`src/rtl/wide_add_seq_if.sv`:
```
// Requester-side bundle for wide_add_seq: wide operands in, result and status out.
interface wide_add_seq_if #(
    parameter int unsigned WORDS = 4
) ();
    logic                  start;
    logic                  sub;
    logic [32*WORDS-1:0]   a;
    logic [32*WORDS-1:0]   b;
    logic                  busy;
    logic                  done;
    logic [32*WORDS-1:0]   sum;
    logic                  cout;
    logic                  overflow;

    modport master (
        output start, sub, a, b,
        input  busy, done, sum, cout, overflow
    );

    modport slave (
        input  start, sub, a, b,
        output busy, done, sum, cout, overflow
    );
endinterface

```
`src/rtl/wide_add_seq.sv`:
```
// Multi-word add/subtract sequencer: one shared 32-bit ripple adder, LSW first,
// carry chained through a register; includes the unmodified rca32 datapath.
module rca32 (
    output logic [31:0] s,
    output logic        cout,
    input  logic [31:0] a,
    input  logic [31:0] b,
    input  logic        cin
);
    logic [32:0] w_c;

    always_comb begin
        w_c    = '0;
        s      = '0;
        w_c[0] = cin;
        for (int unsigned i = 0; i < 32; i++) begin
            s[i]     = a[i] ^ b[i] ^ w_c[i];
            w_c[i+1] = (a[i] & b[i]) | (w_c[i] & (a[i] ^ b[i]));
        end
        cout = w_c[32];
    end
endmodule

module wide_add_seq #(
    parameter int unsigned WORDS = 4
) (
    input  logic           clk,
    input  logic           rst_n,
    wide_add_seq_if.slave  bus
);
    localparam int unsigned W    = 32 * WORDS;
    localparam int unsigned IDXW = (WORDS > 1) ? $clog2(WORDS) : 1;

    typedef enum logic [1:0] {
        IDLE,
        RUN,
        DONE
    } state_t;

    state_t            r_state;
    logic [W-1:0]      r_a;
    logic [W-1:0]      r_b;
    logic              r_sub;
    logic [IDXW-1:0]   r_idx;
    logic              r_carry;
    logic [W-1:0]      r_sum;
    logic              r_cout;
    logic              r_ovf;
    logic              r_busy;
    logic              r_done;

    logic [31:0]       w_a_word;
    logic [31:0]       w_b_word;
    logic [31:0]       w_b_eff;
    logic [31:0]       w_s;
    logic              w_cout;
    logic              w_last;

    // Subtraction is a + ~b + 1: the +1 enters as the initial carry.
    always_comb begin
        w_a_word = '0;
        w_b_word = '0;
        for (int unsigned i = 0; i < WORDS; i++) begin
            if (r_idx == IDXW'(i)) begin
                w_a_word = r_a[32*i +: 32];
                w_b_word = r_b[32*i +: 32];
            end
        end
        w_b_eff = r_sub ? ~w_b_word : w_b_word;
    end

    assign w_last = (r_idx == IDXW'(WORDS - 1));

    rca32 u_rca (
        .s    (w_s),
        .cout (w_cout),
        .a    (w_a_word),
        .b    (w_b_eff),
        .cin  (r_carry)
    );

    always_ff @(posedge clk or negedge rst_n) begin
        if (!rst_n) begin
            r_state <= IDLE;
            r_a     <= '0;
            r_b     <= '0;
            r_sub   <= 1'b0;
            r_idx   <= '0;
            r_carry <= 1'b0;
            r_sum   <= '0;
            r_cout  <= 1'b0;
            r_ovf   <= 1'b0;
            r_busy  <= 1'b0;
            r_done  <= 1'b0;
        end else begin
            unique case (r_state)
                IDLE, DONE: begin
                    r_done <= 1'b0;
                    if (bus.start) begin
                        r_a     <= bus.a;
                        r_b     <= bus.b;
                        r_sub   <= bus.sub;
                        r_idx   <= '0;
                        r_carry <= bus.sub;
                        r_busy  <= 1'b1;
                        r_state <= RUN;
                    end else begin
                        r_state <= IDLE;
                    end
                end
                RUN: begin
                    for (int unsigned i = 0; i < WORDS; i++) begin
                        if (r_idx == IDXW'(i)) begin
                            r_sum[32*i +: 32] <= w_s;
                        end
                    end
                    r_carry <= w_cout;
                    r_idx   <= r_idx + IDXW'(1);
                    if (w_last) begin
                        r_cout  <= w_cout;
                        r_ovf   <= (w_a_word[31] == w_b_eff[31]) && (w_s[31] != w_a_word[31]);
                        r_busy  <= 1'b0;
                        r_done  <= 1'b1;
                        r_state <= DONE;
                    end
                end
                default: begin
                    r_busy  <= 1'b0;
                    r_done  <= 1'b0;
                    r_state <= IDLE;
                end
            endcase
        end
    end

    assign bus.busy     = r_busy;
    assign bus.done     = r_done;
    assign bus.sum      = r_sum;
    assign bus.cout     = r_cout;
    assign bus.overflow = r_ovf;
endmodule
```
`src/flat_wrapper.sv`:
```
// flat-port wrapper written by rule: the top's interface ports become plain ports
module wide_add_seq_flat 
#(
    parameter int unsigned WORDS = 4
)
  (clk, rst_n, bus_start, bus_sub, bus_a, bus_b, bus_busy, bus_done, bus_sum, bus_cout, bus_overflow);
  wide_add_seq_if #(.WORDS(WORDS)) bus_i ();
  input  logic clk;
  input  logic rst_n;
  input wire logic [$bits(bus_i.start)-1:0] bus_start;
  input wire logic [$bits(bus_i.sub)-1:0] bus_sub;
  input wire logic [$bits(bus_i.a)-1:0] bus_a;
  input wire logic [$bits(bus_i.b)-1:0] bus_b;
  output wire logic [$bits(bus_i.busy)-1:0] bus_busy;
  output wire logic [$bits(bus_i.done)-1:0] bus_done;
  output wire logic [$bits(bus_i.sum)-1:0] bus_sum;
  output wire logic [$bits(bus_i.cout)-1:0] bus_cout;
  output wire logic [$bits(bus_i.overflow)-1:0] bus_overflow;
  assign bus_i.start = bus_start;
  assign bus_i.sub = bus_sub;
  assign bus_i.a = bus_a;
  assign bus_i.b = bus_b;
  assign bus_busy = bus_i.busy;
  assign bus_done = bus_i.done;
  assign bus_sum = bus_i.sum;
  assign bus_cout = bus_i.cout;
  assign bus_overflow = bus_i.overflow;
  wide_add_seq #(.WORDS(WORDS)) u_core (.clk(clk), .rst_n(rst_n), .bus(bus_i));
endmodule
```
`config.mk`:
```
export PLATFORM = sky130hd
export DESIGN_NAME = wide_add_seq_flat
export DESIGN_NICKNAME = d
export VERILOG_FILES = /design/src/rtl/wide_add_seq_if.sv /design/src/rtl/wide_add_seq.sv /design/src/flat_wrapper.sv
export SDC_FILE = /design/constraint.sdc
export NUM_CORES = 1
export LEC_CHECK = 0
export ABC_AREA = 1
export CORE_MARGIN = 3
export CORE_UTILIZATION = 45
export CTS_BUF_LIST = sky130_fd_sc_hd__clkbuf_4 sky130_fd_sc_hd__clkbuf_8 sky130_fd_sc_hd__clkbuf_16
export DETAILED_ROUTE_END_ITERATION = 7
export GPL_TIMING_DRIVEN = 0
export PLACE_DENSITY_LB_ADDON = 0.12
export SYNTH_ARGS = -nofsm -noshare
export SYNTH_HDL_FRONTEND = slang
export SYNTH_SLANG_ARGS = --single-unit
export TNS_END_PERCENT = 5
```
`constraint.sdc`:
```
create_clock -name clk -period 18.6 [get_ports clk]
set_clock_uncertainty 0.2 [all_clocks]
set_input_delay 3.72 -clock clk [delete_from_list [all_inputs] [get_ports clk]]
set_output_delay 3.72 -clock clk [all_outputs]
set_load 0.03 [all_outputs]
```
==> impl_metrics.ini <==
[placement]
place_area_um2 = 22000
dp_hpwl_um = 45800
dp_slack_ps = 3000
port_buffers = 391
dpl.cell_count = 2951
routabilityCongestion = 0.942

[synthesis]
synth.avg_cell_area_um2 = 8.48
syn_inst = 2046
yosysSeqAreaShare = 0.567
synthDistinctLibCells = 23
netlist.area_leader.share = 0.567
yosysMostFrequentCell = nand2_1
netlist_area_um2 = 17300
synth_edf_count = 0
syn_nets = 2343
synthFlopType = dfrtp_1
synth_area_leader_cell = dfrtp_1
ys_warn_count = 0
synth_area_leaders = dfrtp_1 57%, nand2_1 23%, o21ai_0 4.7%, fa_1 3.7%, buf_2 1.9%
synth_common_cells = 1079 x nand2_1, 393 x dfrtp_1, 164 x o21ai_0, 67 x buf_2, 67 x nor2_1
ys_ff_latch = 393
ys_async_sr_fraction = 1.00

[clock_network]
clock_path_buffers = 3
clk-insertion-delay-late_ps = 560
cts_made_buffers = 42
cts_tree = built
cts_hold_buf = 0
post_cts_buffers = 0
clk_pin_slew_ps = 60
cts_max_level = 2
clock-sinks = 393
cts.repair.resized = 0
cts_root_buffer = clkbuf_16

[floorplanning]
dieArea_um2 = 40900
core_um2 = 37800
initial_core_util = 0.458
die_h_um = 202
ioPinCount = 392
rows = 71
die_w_um = 202

[routing]
first_pass_iters = 5
routed_via_density = 5.11
drtIter0Drc = 1278
ant_nets = 0
wl_per_cell_um = 19.6
drt-total-wl_um = 59500
via_count = 15500
drc = 0

[layout]
final_cells = 3028
fin_nets = 2781
layout-area-overhead-vs-synth_pct = 34.9
final_area_um2 = 23400
drive_above_1_share = 0.0636

[worst_setup_path]
r2r_setup_slack_ps = 2890
cpPeakStageDelay_ps = 490
rr_worst_depth = 47
path_common_cell = fa_1
rr_endpoint = u_core.bus.overflow$_DFFE_PN0P_
required_ps = 18850
path_max_fanout = 10
critPathSlowestCell = fa_1
path_class = reg2reg
start_kind = flop
r2r-start = u_core.r_idx[0]$_DFFE_PN0P_
cp-end-kind = flop
crit_arrival_ps = 15960

[timing]
final-hold-violation-count = 0
fin_crit_ps = 15710
min_period_over_period = 0.845
slew_viol_final = 0
relSlewSlack = 0.450
rsz0062_at_grt = false
finalSetupViolations = 0
whs_ps = 274
tightestPinTransition_ps = 816
max_freq_mhz = 63.7
finalWorstSetupSlack_ps = 2890

[hold_path]
hold_path_class = reg2reg
min_path_cells = 2
min_to = u_core.bus.busy$_DFFE_PN0P_
hp-start = u_core.bus.busy$_DFFE_PN0P_

[power]
pwr-share-comb = 0.560
peakVddDrop_uv = 148
power.density_nw_per_um2 = 230
p_switching_mw = 2.56
swShare = 0.476
sequentialPowerShare = 0.281
internal-power_mw = 2.82
clock_power_share = 0.159
cellLeakagePower_nw = 11.5
finalPower_mw = 5.38

[flow_run]
drv_cap = 0

[global_route]
grt_usage = 0.287
overflow = 0
grt_antenna_before_repair = 3
grt_max_degree = 116
grt_pass1_vias = 15600
grt_pass1_wl_um = 90300

[run_status]
status = finished clean
## layout by cell type, fill, tap and decap left out, drive strengths merged, types with 5 or more instances in the layout
cell	n
buf	80
clkdlybuf4s50	390
clkinv	11
xor2	32
ha	5
a22oi	30
inv	18
clkbuf	107
nor2	69
nand2	1082
a21oi	64
o21ai	192
dfrtp	393
fa	32
## worst max-delay path: cells and delay by family (launching register included)
family / cells / cell delay (ps)
adders and majority gates: 33 / 12890
AOI/OAI and AO/OA: 3 / 690
buffers and inverters: 7 / 910
and+or+nand+nor: 4 / 540
DFF: 1 / 400
## state kept, by name (all words and copies together) (netlist names)
register             count
u_core.bus.sum         128
u_core.r_idx             2
u_core.bus.cout          1
u_core.r_a             128
u_core.r_b             128
u_core.r_state           2
u_core.r_sub             1
u_core.r_carry           1
u_core.bus.overflow      1
u_core.bus.busy          1
## stage by stage
step	utilization	TNS, ps
4_1_cts	0.618	0
2_1_floorplan	-	0
3_3_place_gp	0.579	-1277390
3_5_place_dp	0.581	0
5_1_grt	0.618	0
6_report	0.618	0
## power groups by stage
stage / Clock [mW] / Sequential (mW) / Combinational (mW)
final: 0.855 / 1.51 / 3.01
after global routing: 0.896 / 1.56 / 3.28
after CTS: 0.864 / 1.51 / 3.01
after detailed placement: 0 / 1.51 / 3.00
after global placement: 0 / 1.51 / 2.93
after floorplan: 0 / 1.71 / 1.48
## worst max path at each step
stage / to / startpoint / cells after the start / slack, ps
after floorplan: u_core.bus.overflow$_DFFE_PN0P_ / u_core.r_idx[1]$_DFFE_PN0P_ / 46 / 4470
after global placement: u_core.r_b[24]$_DFFE_PN0P_ / rst_n / 1 / -3290
after detailed placement: u_core.bus.overflow$_DFFE_PN0P_ / u_core.r_idx[0]$_DFFE_PN0P_ / 47 / 3000
after CTS: u_core.bus.overflow$_DFFE_PN0P_ / u_core.r_idx[0]$_DFFE_PN0P_ / 47 / 2980
after global routing: u_core.bus.overflow$_DFFE_PN0P_ / u_core.r_idx[0]$_DFFE_PN0P_ / 47 / 2340
final: u_core.bus.overflow$_DFFE_PN0P_ / u_core.r_idx[0]$_DFFE_PN0P_ / 47 / 2890
## logic make-up after synthesis
group,after synthesis,synth area share
buffers and inverters,142,0.0369
AO/OA/AOI/OAI,288,0.0878
AND/OR/NAND/NOR,1154,0.252
flip-flops,393,0.567
XOR/XNOR,32,0.0162
adder cells (fa/ha/maj),37,0.0405
## layout make-up
| cell class | instances | area, um^2 |
|---|---|---|
| buffer | 124 | 572 |
| sequential | 393 | 9830 |
| clock buffer | 59 | 1250 |
| tap | 511 | 639 |
| multi-input combinational | 1511 | 6870 |
| clock inverter | 15 | 156 |
| inverter | 18 | 67.6 |
| antenna | 3 | 7.51 |
| timing repair buffer | 394 | 4000 |
| fill | 3352 | 14400 |
## routing by layer
metal / vias up / global-route usage / routed length [um]
met5: - / 0 / 0
met4: 0 / 0.112 / 2190
met3: 92 / 0.0380 / 3690
li1: 7289 / - / -
met1: 7514 / 0.399 / 25800
met2: 587 / 0.462 / 27800
Note: power is estimated with default switching activity, not from simulation.
==> edit 1: new RTL, same settings <==
Reset style: synchronous (`rst_n`), changed in one clocked block.
--- a/src/rtl/wide_add_seq.sv
+++ b/src/rtl/wide_add_seq.sv
@@ -80,5 +80,5 @@
     );
 
-    always_ff @(posedge clk or negedge rst_n) begin
+    always_ff @(posedge clk) begin
         if (!rst_n) begin
             r_state <= IDLE;
Behaviour: differs if rst_n is asserted again (counterexample within 4 cycles, from zero or initial values and one cycle with rst_n low); with rst_n held inactive, the same outputs for 4 cycles.
==> edit 1 against the original RTL <==
Final area fell by 3.0%; first-iteration DRC count rose by 22%; synthesized area fell by 3.4%; sequential cell count rose by 1; worst setup slack improved by 0.019 ns; critical path depth fell by 1; routed wire length rose by 5.6%; hold slack got worse by 0.013 ns; highest routed layer unchanged.
Power is not compared: it rests on default switching activity, and its combinational part moved more than twofold at a synthesized area within 25%.
==> edit 1: results (changes against the original RTL) <==
* Outcome: finished, final reports clean
* FF-to-FF Start: u_core.r_idx[0]
* Synthesized Nets at 2508 (+7.0%)
* Setup WS pre-CTS at 3.15 ns (+0.152 ns)
* Initial antenna violation count at 1 (-2)
* RePlAce Congestion at 0.940 (-0.27%)
* Worst Hold Path Cells at 1 (-1)
* Synth Flop Type: dfxtp_1
* First-pass GRT wire length at 92500 µm (+2.4%)
* Worst slew margin at 54.7% (+9.7 points)
* Ys async rst share at 0% (-100 points)
* Setup crit start: u_core.r_idx[0]
* Worst skew pair latency at 0.54 ns (-0.02 ns)
* Hold_sp: u_core.r_state[0]
* Drt first-iter violations at 1558 (+22%)
* Synth Area in XOR/XNOR at 1.67% (+0.058 points)
* Vias at 17000 (+9.5%)
* Met2 WL at 29200 µm (+5.0%)
* Final HPWL DP at 49900 µm (+9.0%)
* Area contributors post-synth: dfxtp_1 (47%), nor2_1 (11%), o21ai_0 (11%)
* Drt total wl at 62800 µm (+5.6%)
* Synth Area in Compound Gates at 19.8% (+11 points)
* Hold_ws at 0.261 ns (-0.0127 ns)
* Worst-case reg-to-reg path depth at 46 (-2.1%)
* Top cells by count, synth: nor2_1 (511), dfxtp_1 (394), o21ai_0 (362), a21oi_1 (231), nand2_1 (216)
* Total GRT Usage at 30.6% (+1.9 points)
* Syn Inst Count at 2211 (+8.1%)
* R2R setup slack at 2.91 ns (+0.02 ns)
* Diodes inserted at 0 (-3)
* Final Power at 2370 µW
* DR WL met3 at 4900 µm (+33%)
* Post-Synth Adder-Cell Area at 4.20% (+0.14 points)
* F_max at 0.0637 GHz (+0.12%)
* M1 WL at 26100 µm (+1.1%)
* Dpl cell area at 21200 µm² (-3.4%)
* R2r endpoint: u_core.bus.overflow
* Largest net degree at the start of global routing at 14 (-88%)
* Register area share after synthesis at 47.1% (-9.6 points)
* Vias in the first global route at 16200 (+3.8%)
[edit 1: final cells by class]
class	count	area share, %
inverters	52	0.871
clock inverters	7	0.375
repair buffers	390	17.2
multi-input cells	1577	34.0
clock buffers	67	6.07
well taps	468	2.58
flip-flops and latches	394	34.7
plain buffers	188	4.11
[edit 1: cell families (layout without fill, tap and decap cells)]
kind of cell | after synthesis | in the layout
xor+xnor | 32 | 32
simple gates | 863 | 863
compound gates | 645 | 645
buf+inv | 240 | 704
fa+ha+maj | 37 | 37
flops | 394 | 394
[edit 1: report_power, final]
group	total, µW	leakage, µW	internal (µW)	switching [µW]
logic	548	0.00501	201	347
clock network	878	0.000740	534	344
registers	943	0.00324	906	36.5
total	2370	0.00899	1640	728
[edit 1: routing by layer]
layer,track usage (%),vias to the layer above
met2,50.8,767
met4,12.2,0
met5,0,-
li1,-,8162
met1,40.4,7884
met3,4.25,138
==> edit 2: new RTL, config.mk and constraints unchanged <==
Made on the original files. `WORDS` is set to 4 in 3 places; all go to 2.
--- a/src/rtl/wide_add_seq_if.sv
+++ b/src/rtl/wide_add_seq_if.sv
@@ -1,5 +1,5 @@
 // Requester-side bundle for wide_add_seq: wide operands in, result and status out.
 interface wide_add_seq_if #(
-    parameter int unsigned WORDS = 4
+    parameter int unsigned WORDS = 2
 ) ();
     logic                  start;
--- a/src/rtl/wide_add_seq.sv
+++ b/src/rtl/wide_add_seq.sv
@@ -23,5 +23,5 @@
 
 module wide_add_seq #(
-    parameter int unsigned WORDS = 4
+    parameter int unsigned WORDS = 2
 ) (
     input  logic           clk,
--- a/src/flat_wrapper.sv
+++ b/src/flat_wrapper.sv
@@ -2,5 +2,5 @@
 module wide_add_seq_flat 
 #(
-    parameter int unsigned WORDS = 4
+    parameter int unsigned WORDS = 2
 )
   (clk, rst_n, bus_start, bus_sub, bus_a, bus_b, bus_busy, bus_done, bus_sum, bus_cout, bus_overflow);
Ports: changed (resized bus_a, bus_b and bus_sum); port bits go from 392 to 200. No check against the original RTL was run, so the function may have changed too.
==> edit 2 against the original RTL <==
Count of clock-buffer cells in the layout decreased by 41; largest power group unchanged; non-clock buffer count shrank 262; critical endpoint unchanged; sequential cell count decreased by 193; maximum frequency grew 7.4%; final area is 48% lower; largest cell class unchanged; hold slack better by 0.0034 ns; power is 52% lower; routed wire length fell by 60%; worst setup slack improved by 1.1 ns; utilization is 0.27 points lower; synthesized area is 48% lower; critical path depth decreased by 2; cell count shrank 50%.
==> edit 2: results (changes against the original RTL) <==
* Hold_sp: u_core.r_a[10]
* Top cells by count, synth: nand2_1 (559), dfrtp_1 (200), o21ai_1 (53), buf_2 (35)
* Layout fillers at 1781 (-47%)
* Vias at 7007 (-55%)
* Layout cell share with drive strength beyond 1 at 6.24% (-0.12 points)
* Final HPWL DP at 18100 µm (-60%)
* Fin nets at 1386 (-50%)
* Drt first-iter violations at 366 (-71%)
* Area contributors post-synth: dfrtp_1 (55%), nand2_1 (23%), fa_1 (7.1%)
* CTS Buf Count at 17 (-60%)
* Worst hold path type: reg -> reg
* RePlAce Congestion at 0.854 (-9.3%)
* Outcome: finished, final reports clean
* Initial antenna violation count at 0 (-3)
* Vias in the first global route at 7093 (-55%)
* First-pass GRT wire length at 38200 µm (-58%)
* Reg clk slew, reported paths at 0.07 ns
* Final hold violation count at 0 (unchanged)
* Setup crit start: u_core.r_idx
* Peak VDD IR at 0.0000798 V (-46%)
* Port Buffers at 199 (-49%)
* Average wire per standard cell at 16.0 µm (-19%)
* Max clock buf depth at 2 (-1)
* Worst Tran Pin Value at 0.642 ns (-0.174 ns)
* Total GRT Usage at 22.6% (-6.0 points)
* Diodes inserted at 0 (-3)
* Leak at 0.00598 µW (-48%)
* Largest net degree at the start of global routing at 118 (+1.7%)
* Worst skew pair latency at 0.43 ns (-0.13 ns)
* Synthesized Nets at 1167 (-50%)
* Register area share after synthesis at 55.3% (-1.4 points)
* H-tree Lvls at 4 (+2)
* Max stage delay on crit path at 0.43 ns (-0.06 ns)
* Netlist cell types at 19 (-17%)
* Critical Path AT at 14.75 ns (-1.21 ns)
* Setup WS pre-CTS at 4.05 ns (+1.05 ns)
==> edit 2: path summary, 6_finish.rpt <==
path	endpoint	slack, ns	cells past startpoint
worst max-delay path	u_core.bus.overflow	3.97	45
worst min-delay path	u_core.r_a[10]	0.28	2
min in group asynchronous	u_core.r_a[55]	3.05	1
worst max register to register	u_core.bus.overflow	3.97	45
max in group asynchronous	u_core.r_b[40]	14.15	2
worst min register to register	u_core.r_a[10]	0.28	2
==> edit 2: kinds of logic (layout without fill, tap and decap cells) <==
| logic type | Yosys count | in the layout | synth area share (%) |
|---|---|---|---|
| buf+inv | 71 | 303 | 3.67 |
| xor+xnor | 32 | 32 | 3.09 |
| mux | 30 | 30 | 3.32 |
| simple gates | 567 | 567 | 23.6 |
| fa+ha+maj | 33 | 33 | 7.21 |
| flops | 200 | 200 | 55.3 |
| compound gates | 69 | 69 | 3.84 |
==> edit 2: layout make-up <==
class	count	area share, %
multi-input combinational	731	30.8
sequential	200	41.5
clock inverter	14	1.72
inverter	15	0.467
clock buffer	18	3.64
timing repair buffer	200	16.8
buffer	56	2.29
tap	265	2.75
==> edit 2: metal layers <==
layer / GRT usage (%) / part of all wire [%]
met2: 35.3 / 46
met4: 5.59 / 1.2
met1: 33.6 / 48
met3: 3.68 / 4.5
met5: 0 / 0
==> edit 2: per-stage QoR <==
| step | cells | total power [µW] | instance area, µm² |
|---|---|---|---|
| floorplan | 1002 | 1710 | 9060 |
| global placement | 1466 | 2180 | 11400 |
| detailed placement | 1467 | 2220 | 11400 |
| CTS | 1499 | 2620 | 12100 |
| global route | 1499 | 2860 | 12100 |
| finish | 1499 | 2610 | 12100 |
==> edit 2: power by group <==
group	switching, µW	internal [µW]
Combinational	867	568
Clock	173	233
Sequential	113	652
Total	1150	1450
